## src/rtl/ama_riscv_fetch.sv

```systemverilog
// Instruction-fetch stage: owns the IF program counter, drives the synchronous
// IMEM and presents the ID-stage instruction/PC with squash, stall-hold and boot bubble.
module ama_riscv_fetch #(
  parameter logic [31:0] RESET_VEC = 32'h0000_0000,
  parameter int unsigned IMEM_AW   = 14,
  parameter logic [31:0] NOP       = 32'h0000_0013
) (
  input  logic               clk,
  input  logic               rst,
  input  logic [1:0]         pc_sel,
  input  logic               pc_we,
  input  logic               stall_if,
  input  logic               clear_if,
  input  logic [31:0]        alu_out,
  input  logic [31:0]        bp_target,
  output logic               imem_en,
  output logic [IMEM_AW-1:0] imem_addr,
  input  logic [31:0]        imem_rdata,
  output logic [31:0]        pc_if,
  output logic [31:0]        pc_id,
  output logic [31:0]        inst_id,
  output logic               fetch_valid_id,
  output logic [31:0]        inst_cnt
);

  typedef enum logic [1:0] {
    PC_SEL_INC = 2'd0,
    PC_SEL_ALU = 2'd1,
    PC_SEL_BP  = 2'd2,
    PC_SEL_RST = 2'd3
  } pc_sel_e;

  typedef enum logic {
    ST_RUN  = 1'b0,
    ST_HOLD = 1'b1
  } state_e;

  state_e      state, state_nxt;
  logic [31:0] pc_target;
  logic [31:0] next_pc;
  logic        kill_q;
  logic [31:0] hold_q, hold_q_nxt;
  logic        hold_v, hold_v_nxt;
  logic [31:0] run_inst;
  logic        run_valid;

  // NOTE: every signal written in an always_comb gets a default first, so no
  // path through the case/if tree can leave it unassigned and infer a latch.
  always_comb begin
    pc_target = pc_if + 32'd4;
    case (pc_sel_e'(pc_sel))
      PC_SEL_INC: pc_target = pc_if + 32'd4;
      PC_SEL_ALU: pc_target = alu_out;
      PC_SEL_BP:  pc_target = bp_target;
      PC_SEL_RST: pc_target = RESET_VEC;
      default:    pc_target = pc_if + 32'd4;
    endcase
    next_pc = {pc_target[31:2], 2'b00};
  end

  // NOTE: sequential state uses non-blocking assignments so every flop samples
  // pre-edge values regardless of the order the always_ff blocks evaluate in.
  always_ff @(posedge clk or posedge rst) begin
    if (rst) begin
      pc_if <= RESET_VEC;
      pc_id <= RESET_VEC;
    end else if (!stall_if) begin
      if (pc_we) pc_if <= next_pc;
      pc_id <= pc_if;
    end
  end

  assign imem_en   = !rst;
  assign imem_addr = pc_if[IMEM_AW+1:2];

  // The IMEM word arriving next cycle belongs to a squashed PC; resets to 1 for the boot bubble.
  always_ff @(posedge clk or posedge rst) begin
    if (rst)            kill_q <= 1'b1;
    else if (clear_if)  kill_q <= 1'b1;
    else if (!stall_if) kill_q <= 1'b0;
  end

  assign run_inst  = kill_q ? NOP : imem_rdata;
  assign run_valid = !kill_q;

  always_ff @(posedge clk or posedge rst) begin
    if (rst) begin
      state  <= ST_RUN;
      hold_q <= NOP;
      hold_v <= 1'b0;
    end else begin
      state  <= state_nxt;
      hold_q <= hold_q_nxt;
      hold_v <= hold_v_nxt;
    end
  end

  // During a stall IMEM re-reads the held IF PC, so ID must replay a captured copy.
  always_comb begin
    state_nxt      = state;
    hold_q_nxt     = hold_q;
    hold_v_nxt     = hold_v;
    inst_id        = run_inst;
    fetch_valid_id = run_valid;
    case (state)
      ST_RUN: begin
        if (stall_if) begin
          state_nxt = ST_HOLD;
          if (clear_if) begin
            hold_q_nxt = NOP;
            hold_v_nxt = 1'b0;
          end else begin
            hold_q_nxt = run_inst;
            hold_v_nxt = run_valid;
          end
        end
      end
      ST_HOLD: begin
        inst_id        = hold_q;
        fetch_valid_id = hold_v;
        if (stall_if) begin
          if (clear_if) begin
            hold_q_nxt = NOP;
            hold_v_nxt = 1'b0;
          end
        end else begin
          state_nxt = ST_RUN;
        end
      end
      default: state_nxt = ST_RUN;
    endcase
  end

  always_ff @(posedge clk or posedge rst) begin
    if (rst)                              inst_cnt <= 32'd0;
    else if (fetch_valid_id && !stall_if) inst_cnt <= inst_cnt + 32'd1;
  end

endmodule

```

## config.mk

```make
export PLATFORM = sky130hd
export DESIGN_NAME = ama_riscv_fetch
export DESIGN_NICKNAME = d
export VERILOG_FILES = /design/src/rtl/ama_riscv_fetch.sv
export SDC_FILE = /design/constraint.sdc
export NUM_CORES = 1
export LEC_CHECK = 0
export CORE_MARGIN = 5
export CORE_UTILIZATION = 49
export CTS_CLUSTER_DIAMETER = 30
export DETAILED_ROUTE_END_ITERATION = 12
export MAX_ROUTING_LAYER = met4
export PLACE_DENSITY = 0.92
export SYNTH_ARGS = -nofsm -noshare
export SYNTH_HDL_FRONTEND = slang
export SYNTH_SLANG_ARGS = --single-unit
```

## constraint.sdc

```tcl
create_clock -name clk -period 10.35 [get_ports clk]
set_clock_uncertainty 0.05 [all_clocks]
set_input_delay 2.07 -clock clk [delete_from_list [all_inputs] [get_ports clk]]
set_output_delay 2.07 -clock clk [all_outputs]
set_load 0.1 [all_outputs]
```

==> results of run 1 <==
## stage by stage
stage               total power [W]  cell area [sq um]  setup slack (ns)
floorplan                   0.00131               6780              2.99
global route                0.00225               9750              3.67
finish                      0.00219               9750              3.84
global placement            0.00152               9100              3.78
CTS                         0.00219               9750              3.75
detailed placement          0.00154               9100              3.76
## worst max-delay path, delay by kind of cell
| family | cells | cell delay [ns] |
|---|---|---|
| buffers and inverters | 3 | 2.31 |
## Yosys cell counts (all sizes together), types with 3 or more instances
cell	number
o22ai	3
nor3	15
nor2b	3
nand3	24
a311o	3
dfstp	4
o2bb2ai	4
a22o	66
a222oi	6
nor2	33
inv	12
a221oi	3
a211oi	4
nand2	46
a21oi	14
o211ai	8
xnor2	29
a22oi	10
and2	3
buf	44
nand4	28
o31ai	4
nand2b	4
mux2	25
clkbuf	24
nand3b	3
and4	11
dfrtp	123
o21ai	33
and3	13
a21o	3
nor4	9
a221o	3
o22a	3
a31oi	6
## cell type report
cell class / instances / share of cell area (%)
clock inverter: 14 / 2.12
timing repair buffer: 247 / 25.1
multi-input combinational: 454 / 32.8
tap: 180 / 2.31
clock buffer: 18 / 4.51
inverter: 12 / 0.488
sequential: 127 / 32.7
## kinds of logic (layout without fill, tap and decap cells)
group	count (synthesis)	count (layout)	synth area share, %
other cells	1	4	0.0554
fa+ha+maj	2	2	0.369
buf+inv	80	291	6.12
compound gates	186	186	21.3
simple gates	204	204	16.7
flops	127	127	47.0
mux	27	27	4.45
xor+xnor	31	31	4.01
## power groups by stage
stage | registers, W | logic (W) | clock network [W]
after floorplan | 0.00103 | 0.000278 | 0
after global placement | 0.000646 | 0.000879 | 0
final | 0.000646 | 0.000888 | 0.000656
after CTS | 0.000644 | 0.000890 | 0.000661
after detailed placement | 0.000651 | 0.000885 | 0
after global routing | 0.000656 | 0.000914 | 0.000684
## per-layer routing
metal  vias up  routed length [um]  part of all wire, %  global-route usage, %
li1       2888                   -                    -                      -
met1      3230                8630                   39                   34.9
met2       396               10800                   49                   44.0
met3        44                2240                   10                   6.98
met4         0                 479                  2.2                   10.5
met5         -                   0                    0                      -
## final timing paths
check	startpoint	endpoint	slack [ns]	depth (start not counted)
setup / recovery	rst	imem_en	3.84	3
hold / removal	inst_cnt[31]	inst_cnt[31]	0.43	1
setup reg to reg	state	inst_cnt[21]	8.02	5
hold reg to reg	inst_cnt[31]	inst_cnt[31]	0.43	1
max in group asynchronous	rst	hold_q[8]	6.82	3
min in group asynchronous	rst	pc_id[20]	2.09	2
## registers in the layout (all words and copies together) (netlist names)
signal,cells
pc_if,30
pc_id,30
hold_q,32
kill_q,1
state,1
inst_cnt,32
hold_v,1
==> results.yml, run 1 <==
status:
  status: "finished clean"
global_route:
  grt_antenna_before_repair: 0
  grt_pass1_vias: 6394
  grt_max_degree: 69
  globalRouteOverflowTotal: 0
  grt_pass1_wl_mm: 35.0
  grt_usage_pct: 27.9
finish:
  area_delta_synth_final_pct: 43.9
  fin_util_pct: 71.0
  layout_common_cells: "clkdlybuf4s50_1, dfrtp_1, a22o_1"
  drive_above_1_share_pct: 9.86
  fin_nets: 964
  layout_commonest_cell: "clkdlybuf4s50_1"
  antenna_cells: 0
  multi_input_area_sq_mm: 0.00320
  layout.cells.non_filler: 1052
  seq_area_sq_mm: 0.00318
  nFillCells: 983
worst_setup_path:
  cp.required_ns: 8.23
  endpoint_kind: "output pin"
  arrival_ns: 4.39
  path_cells: "clkdlybuf4s50_1, inv_4, clkdlybuf4s50_1"
  cp_common_cell: "clkdlybuf4s50_1"
  setup.worst_path.start_class: "primary input"
  path_max_fanout: 61
  crit_slowest_cell: "clkdlybuf4s50_1"
  crit_type: "in2out"
  critPathMaxStageDelay_ns: 1.30
logic_synthesis:
  netlist_area_sq_mm: 0.00677
  seq_area_frac_synth_pct: 47.0
  synth_top_area_share_pct: 45.5
  ys_warn_count: 0
  synth_ff_type: "dfrtp_1"
  yosysTopAreaCell: "dfrtp_1"
  ys_async_sr_fraction_pct: 100
  synthTopCellsByArea: "dfrtp_1, a22o_1, mux2_2, xnor2_1, nand2_1"
  synth_edf_count: 0
  ys_ff_latch: 127
  avgSynthCellArea_sq_um: 10.3
  synth_cell_types: 69
  syn_inst: 658
clock_network:
  cts_max_path_buffers: 2
  cts_hold_buf: 0
  cts.reportedPaths.clkPinSlew_ns: 0.06
  cts_root_buf: "clkbuf_16"
  clock_latency_ns: 0.42
  cts_tree: "yes"
  post_cts_buffers: 0
  htreeDepth: 4
  cts_buffers: 17
  clkSinkCount: 127
  cts_resized: 0
power:
  seq_power_share_pct: 29.5
  power_switching_w: 0.00100
  pwr-share-clk_pct: 30.0
  vdd_drop_max_uv: 212
  p_per_area_mw_per_mm2: 225
  comb_power_share_pct: 40.5
  internal_power_w: 0.00119
  p_sw_share_pct: 45.7
  p_leak_nw: 3.99
sta:
  timing.hold.ws_ns: 0.432
  fmax_mhz: 153
  tightestPinTransition_ns: 1.21
  period_share_pct: 62.9
  period_minus_slack_ns: 6.51
  rsz0062_at_grt: "false"
  hold_violations: 0
  slew_viol_final: 0
  tns_ns: 0
  setup_violations: 0
  slew_headroom_pct: 19.3
floorplan:
  core_sq_mm: 0.0137
  die_h_um: 128
  die_x_um: 128
  io_pins: 247
  start_util_pct: 49.4
  die_area_sq_mm: 0.0163
  rows: 43
routing:
  first_iter_violations: 861
  drt_pre_antenna_iters: 5
  wirelength_mm: 22.2
  drc: 0
  via_per_inst: 6.23
  drtAntennaViolNets: 0
  vias: 6558
  drt-wirelength-per-cell_um: 21.1
place:
  place_congestion: 0.874
  dp_hpwl_mm: 14.8
  numPortBuffers: 238
  dp_cells: 1020
job:
  cap_violations: 0
worst_hold_path:
  hold_class: "reg2reg"
(Power assumes the default switching activity.)
==> inputs of run 2 (changes only) <==
--- a/config.mk
+++ b/config.mk
@@ -6,11 +6,11 @@
 export NUM_CORES = 1
 export LEC_CHECK = 0
 export CORE_MARGIN = 5
-export CORE_UTILIZATION = 49
+export CORE_UTILIZATION = 45
 export CTS_CLUSTER_DIAMETER = 30
 export DETAILED_ROUTE_END_ITERATION = 12
 export MAX_ROUTING_LAYER = met4
-export PLACE_DENSITY = 0.92
+export PLACE_DENSITY = 0.86
 export SYNTH_ARGS = -nofsm -noshare
 export SYNTH_HDL_FRONTEND = slang
 export SYNTH_SLANG_ARGS = --single-unit
==> constraint.sdc (replaced) <==
create_clock -name clk -period 6.05 [get_ports clk]
set_clock_uncertainty 0.05 [all_clocks]
set_input_delay 1.21 -clock clk [delete_from_list [all_inputs] [get_ports clk]]
set_output_delay 1.21 -clock clk [all_outputs]
set_load 0.1 [all_outputs]
==> results.yml, run 2 (synthesis gave the netlist of run 1 again) <==
status:
  status: "finished clean"
clock_network:
  clkSinkCount: 127
  cts_root_buf: "clkbuf_16"
  cts.reportedPaths.clkPinSlew_ns: 0.06
  cts_hold_buf: 0
  post_cts_buffers: 0
  cts_tree: "yes"
  cts_resized: 0
  cts_max_path_buffers: 2
  cts_buffers: 17
  clock_latency_ns: 0.42
  htreeDepth: 4
worst_hold_path:
  whs_endpoint: "inst_cnt[31]"
  hold_class: "reg2reg"
  min_from: "inst_cnt[31]"
  hold_depth: 1
routing:
  drt-wirelength-per-cell_um: 20.2
  first_iter_violations: 597
  vias: 6456
  drc: 0
  drt_pre_antenna_iters: 6
  via_per_inst: 6.10
  drtAntennaViolNets: 0
  wirelength_mm: 21.4
sta:
  period_minus_slack_ns: 4.39
  period_share_pct: 72.6
  tightestPinTransition_ns: 1.31
  tns_ns: 0
  slew_headroom_pct: 12.5
  timing.hold.ws_ns: 0.428
  fmax_mhz: 228
  slew_viol_final: 0
  setup_violations: 0
  hold_violations: 0
  rsz0062_at_grt: "false"
global_route:
  grt_antenna_before_repair: 0
  grt_pass1_vias: 6493
  grt_max_degree: 64
  grtUsageMet3_pct: 7.18
  grt_usage_pct: 25.1
  grt_pass1_wl_mm: 34.7
  globalRouteOverflowTotal: 0
  grt_busiest_layer: "met2"
  met2_usage_pct: 39.8
  gr-usage-met1_pct: 31.0
worst_setup_path:
  cp.required_ns: 4.79
  crit_type: "in2out"
  arrival_ns: 3.13
  r2r_slack_ns: 3.72
  worstReg2RegEnd: "pc_if[28]"
  worst-r2r-cell-count: 5
  endpoint_kind: "output pin"
  setup.worst_path.start_class: "primary input"
  path_max_fanout: 2
  timing.rr.start: "pc_if[3]"
finish:
  top_regs: "hold_q (32), inst_cnt (32)"
  fin_nets: 967
  area_delta_synth_final_pct: 44.6
  antenna_cells: 0
  layout_commonest_cell: "clkdlybuf4s50_1"
  nFillCells: 1134
  layout_common_cells: "clkdlybuf4s50_1, dfrtp_1, a22o_1"
  drive_above_1_share_pct: 10.2
power:
  p_per_area_mw_per_mm2: 384
  vdd_drop_max_uv: 246
  p_leak_nw: 4.01
floorplan:
  start_util_pct: 46.2
  die_h_um: 133
  core_sq_mm: 0.0146
  io_pins: 247
  die_x_um: 133
  die_area_sq_mm: 0.0176
  rows: 44
place:
  place_congestion: 0.842
  dp_hpwl_mm: 15.0
  numPortBuffers: 238
job:
  cap_violations: 0
run 2: cell count changes in the layout (fill, tap and decap cells not counted):
cell and delta:
buf_4 +3, clkinv_2 +2, clkinv_4 -2, inv_6 -2, bufinv_16 +1, clkbuf_8 +1
clkinvlp_4 +1, inv_4 -1
run 2: how the worst max path moves through the flow:
| stage | startpoint | end | cells past startpoint |
|---|---|---|---|
| after floorplan | rst | imem_en | 1 |
| after global placement | imem_rdata[30] | inst_id[30] | 4 |
| after detailed placement | imem_rdata[30] | inst_id[30] | 4 |
| after CTS | imem_rdata[30] | inst_id[30] | 4 |
| after global routing | imem_rdata[30] | inst_id[30] | 4 |
| final | imem_rdata[30] | inst_id[30] | 4 |
run 2: power by group:
group / internal [W] / switching [W]
clock: 0.000754 / 0.000390
combinational: 0.000371 / 0.00115
sequential: 0.000956 / 0.000142
total: 0.00208 / 0.00168
run 2: routing by layer:
metal  up-vias  routed length, um
met5         -                  0
met1      3161               8740
met4         0                401
li1       2891                  -
met3        45               1910
met2       359              10300
run 2: worst max-delay path, stage by stage:
cell and delay, ns:
clkdlybuf4s50_1 0.48, nand2b_1 0.07, o21ai_0 0.19, clkdlybuf4s50_1 1.18
run 2: per-stage QoR:
step           cell area (sq um)  util [%]  instances  power [W]  setup slack (ns)
3_5_place_dp                9130      62.3       1027    0.00263              1.65
3_3_place_gp                9130      62.3       1027    0.00261              1.75
4_1_cts                     9790      66.9       1059    0.00377              1.65
2_1_floorplan               6780         -        661    0.00223             0.408
6_report                    9790      66.9       1059    0.00376              1.66
5_1_grt                     9790      66.9       1059    0.00389              1.65
run 2: layout make-up:
| class | instances | area, sq um | share of cell area (%) |
|---|---|---|---|
| Tap cell | 184 | 230 | 2.35 |
| Timing Repair Buffer | 250 | 2470 | 25.2 |
| Clock buffer | 19 | 453 | 4.63 |
| Inverter | 12 | 50.0 | 0.511 |
| Multi-Input combinational cell | 454 | 3200 | 32.7 |
| Clock inverter | 13 | 210 | 2.15 |
| Sequential cell | 127 | 3180 | 32.5 |
==> inputs of run 3 (changes only) <==
==> constraint.sdc (replaced) <==
create_clock -name clk -period 4.25 [get_ports clk]
set_clock_uncertainty 0.05 [all_clocks]
set_input_delay 0.85 -clock clk [delete_from_list [all_inputs] [get_ports clk]]
set_output_delay 0.85 -clock clk [all_outputs]
set_load 0.1 [all_outputs]
==> results.yml, run 3 (synthesis gave the netlist of run 1 again) <==
place:
  place_congestion: 0.871
  dp_cells: 1028
  pre_cts_slack_ns: 1.01
  dp_hpwl_mm: 15.1
  numPortBuffers: 238
global_route:
  gr-usage-met1_pct: 30.3
  grt_antenna_before_repair: 0
  globalRouteOverflowTotal: 0
  grt_usage_pct: 24.9
  grt_pass1_wl_mm: 34.2
  grt_pass1_vias: 6423
  met2_usage_pct: 40.0
  grt_max_degree: 65
  grt_busiest_layer: "met2"
  grtUsageMet3_pct: 7.18
worst_setup_path:
  critPathMaxStageDelay_ns: 1.24
  worst-r2r-cell-count: 5
  cp.required_ns: 3.35
  critPathTopFamily: "buffers and inverters"
  arrival_ns: 2.28
  r2r_slack_ns: 2.05
  crit_slowest_cell: "clkdlybuf4s50_1"
  timing.rr.start: "pc_if[3]"
  path_max_fanout: 11
  setup.worst_path.start_class: "flop"
  endpoint_kind: "output pin"
  crit_buf_inv: 1
  path_cells: "clkdlybuf4s50_1"
  crit_type: "reg2out"
  worstReg2RegEnd: "pc_if[28]"
worst_hold_path:
  hold_class: "reg2reg"
  hold_depth: 2
  whs_endpoint: "pc_id[27]"
  min_from: "pc_id[27]"
power:
  internal_power_w: 0.00295
  vdd_drop_max_uv: 424
  power_switching_w: 0.00237
  total_power_w: 0.00532
  comb_power_share_pct: 40.5
  p_per_area_mw_per_mm2: 549
  pwr-share-clk_pct: 30.0
  seq_power_share_pct: 29.5
  p_leak_nw: 4.06
  p_sw_share_pct: 44.6
clock_network:
  cts_hold_buf: 0
  cts_root_buf: "clkbuf_16"
  cts_resized: 0
  cts.reportedPaths.clkPinSlew_ns: 0.05
  cts_tree: "yes"
  post_cts_buffers: 0
  cts_max_path_buffers: 2
  htreeDepth: 4
  clock_latency_ns: 0.42
  clkSinkCount: 127
  cts_buffers: 17
routing:
  drt-wirelength-per-cell_um: 20.3
  drt_pre_antenna_iters: 5
  wirelength_mm: 21.5
  drtAntennaViolNets: 0
  drc: 0
  via_per_inst: 6.00
  vias: 6349
  first_iter_violations: 513
sta:
  setup_violations: 0
  tightestPinTransition_ns: 1.10
  slew_headroom_pct: 26.7
  period_minus_slack_ns: 3.18
  worst_slack_ns: 1.07
  fmax_mhz: 315
  slew_viol_final: 0
  timing.hold.ws_ns: 0.433
  rsz0062_at_grt: "false"
  period_share_pct: 74.8
  hold_violations: 0
  tns_ns: 0
floorplan:
  die_h_um: 133
  start_util_pct: 46.2
  die_area_sq_mm: 0.0176
  io_pins: 247
  die_x_um: 133
  rows: 44
  core_sq_mm: 0.0146
finish:
  antenna_cells: 0
  layout_common_cells: "clkdlybuf4s50_1, dfrtp_1, a22o_1"
  layout.cells.non_filler: 1059
  drive_above_1_share_pct: 13.8
  fin_nets: 968
  top_regs: "hold_q (32), inst_cnt (32)"
  layout_commonest_cell: "clkdlybuf4s50_1"
  area_delta_synth_final_pct: 43.1
job:
  cap_violations: 0
status:
  status: "finished clean"
run 3: cell count changes in the layout (fill, tap and decap cells not counted), moves of 2 or more:
cell and change:
buf_4 +35, inv_6 -2, clkdlybuf4s50_1 -34, clkinvlp_4 +2, clkinv_4 -3
run 3: stage by stage:
step / cell area, sq um / utilization (%)
2_1_floorplan: 6790 / -
3_3_place_gp: 9050 / 61.8
3_5_place_dp: 9050 / 61.8
4_1_cts: 9690 / 66.2
5_1_grt: 9690 / 66.2
6_report: 9690 / 66.2
run 3: worst max path at each step:
stage | from | end | depth (start not counted)
final | pc_if[22] | pc_if[22] | 1
after global routing | pc_if[22] | pc_if[22] | 1
after CTS | pc_if[22] | pc_if[22] | 1
after detailed placement | pc_sel[0] | pc_if[23] | 5
after global placement | pc_sel[0] | pc_if[28] | 5
after floorplan | imem_rdata[30] | inst_id[30] | 2
run 3: layer usage:
| layer | vias up | wire [um] |
|---|---|---|
| met5 | - | 0 |
| met3 | 41 | 1840 |
| met4 | 0 | 422 |
| li1 | 2870 | - |
| met2 | 336 | 10400 |
| met1 | 3102 | 8840 |
run 3: power by group through the flow:
stage	Sequential [W]	Clock [W]	Combinational, W
final	0.00157	0.00159	0.00216
after detailed placement	0.00158	0	0.00215
after CTS	0.00157	0.00162	0.00216
after global routing	0.00160	0.00168	0.00222
after floorplan	0.00250	0	0.000677
after global placement	0.00157	0	0.00214
run 3: cell type report:
| class | count | area [sq um] |
|---|---|---|
| flip-flops and latches | 127 | 3180 |
| fillers | 1133 | 4950 |
| multi-input cells | 454 | 3200 |
| repair buffers | 251 | 2390 |
| clock buffers | 20 | 457 |
| well taps | 184 | 230 |
| clock inverters | 11 | 188 |
| inverters | 12 | 48.8 |
run 3: worst min-delay path, delay by kind of cell (launching register included):
| family | cells | cell delay, ns |
|---|---|---|
| compound gates | 1 | 0.05 |
| simple gates | 1 | 0.05 |
| flops | 1 | 0.34 |
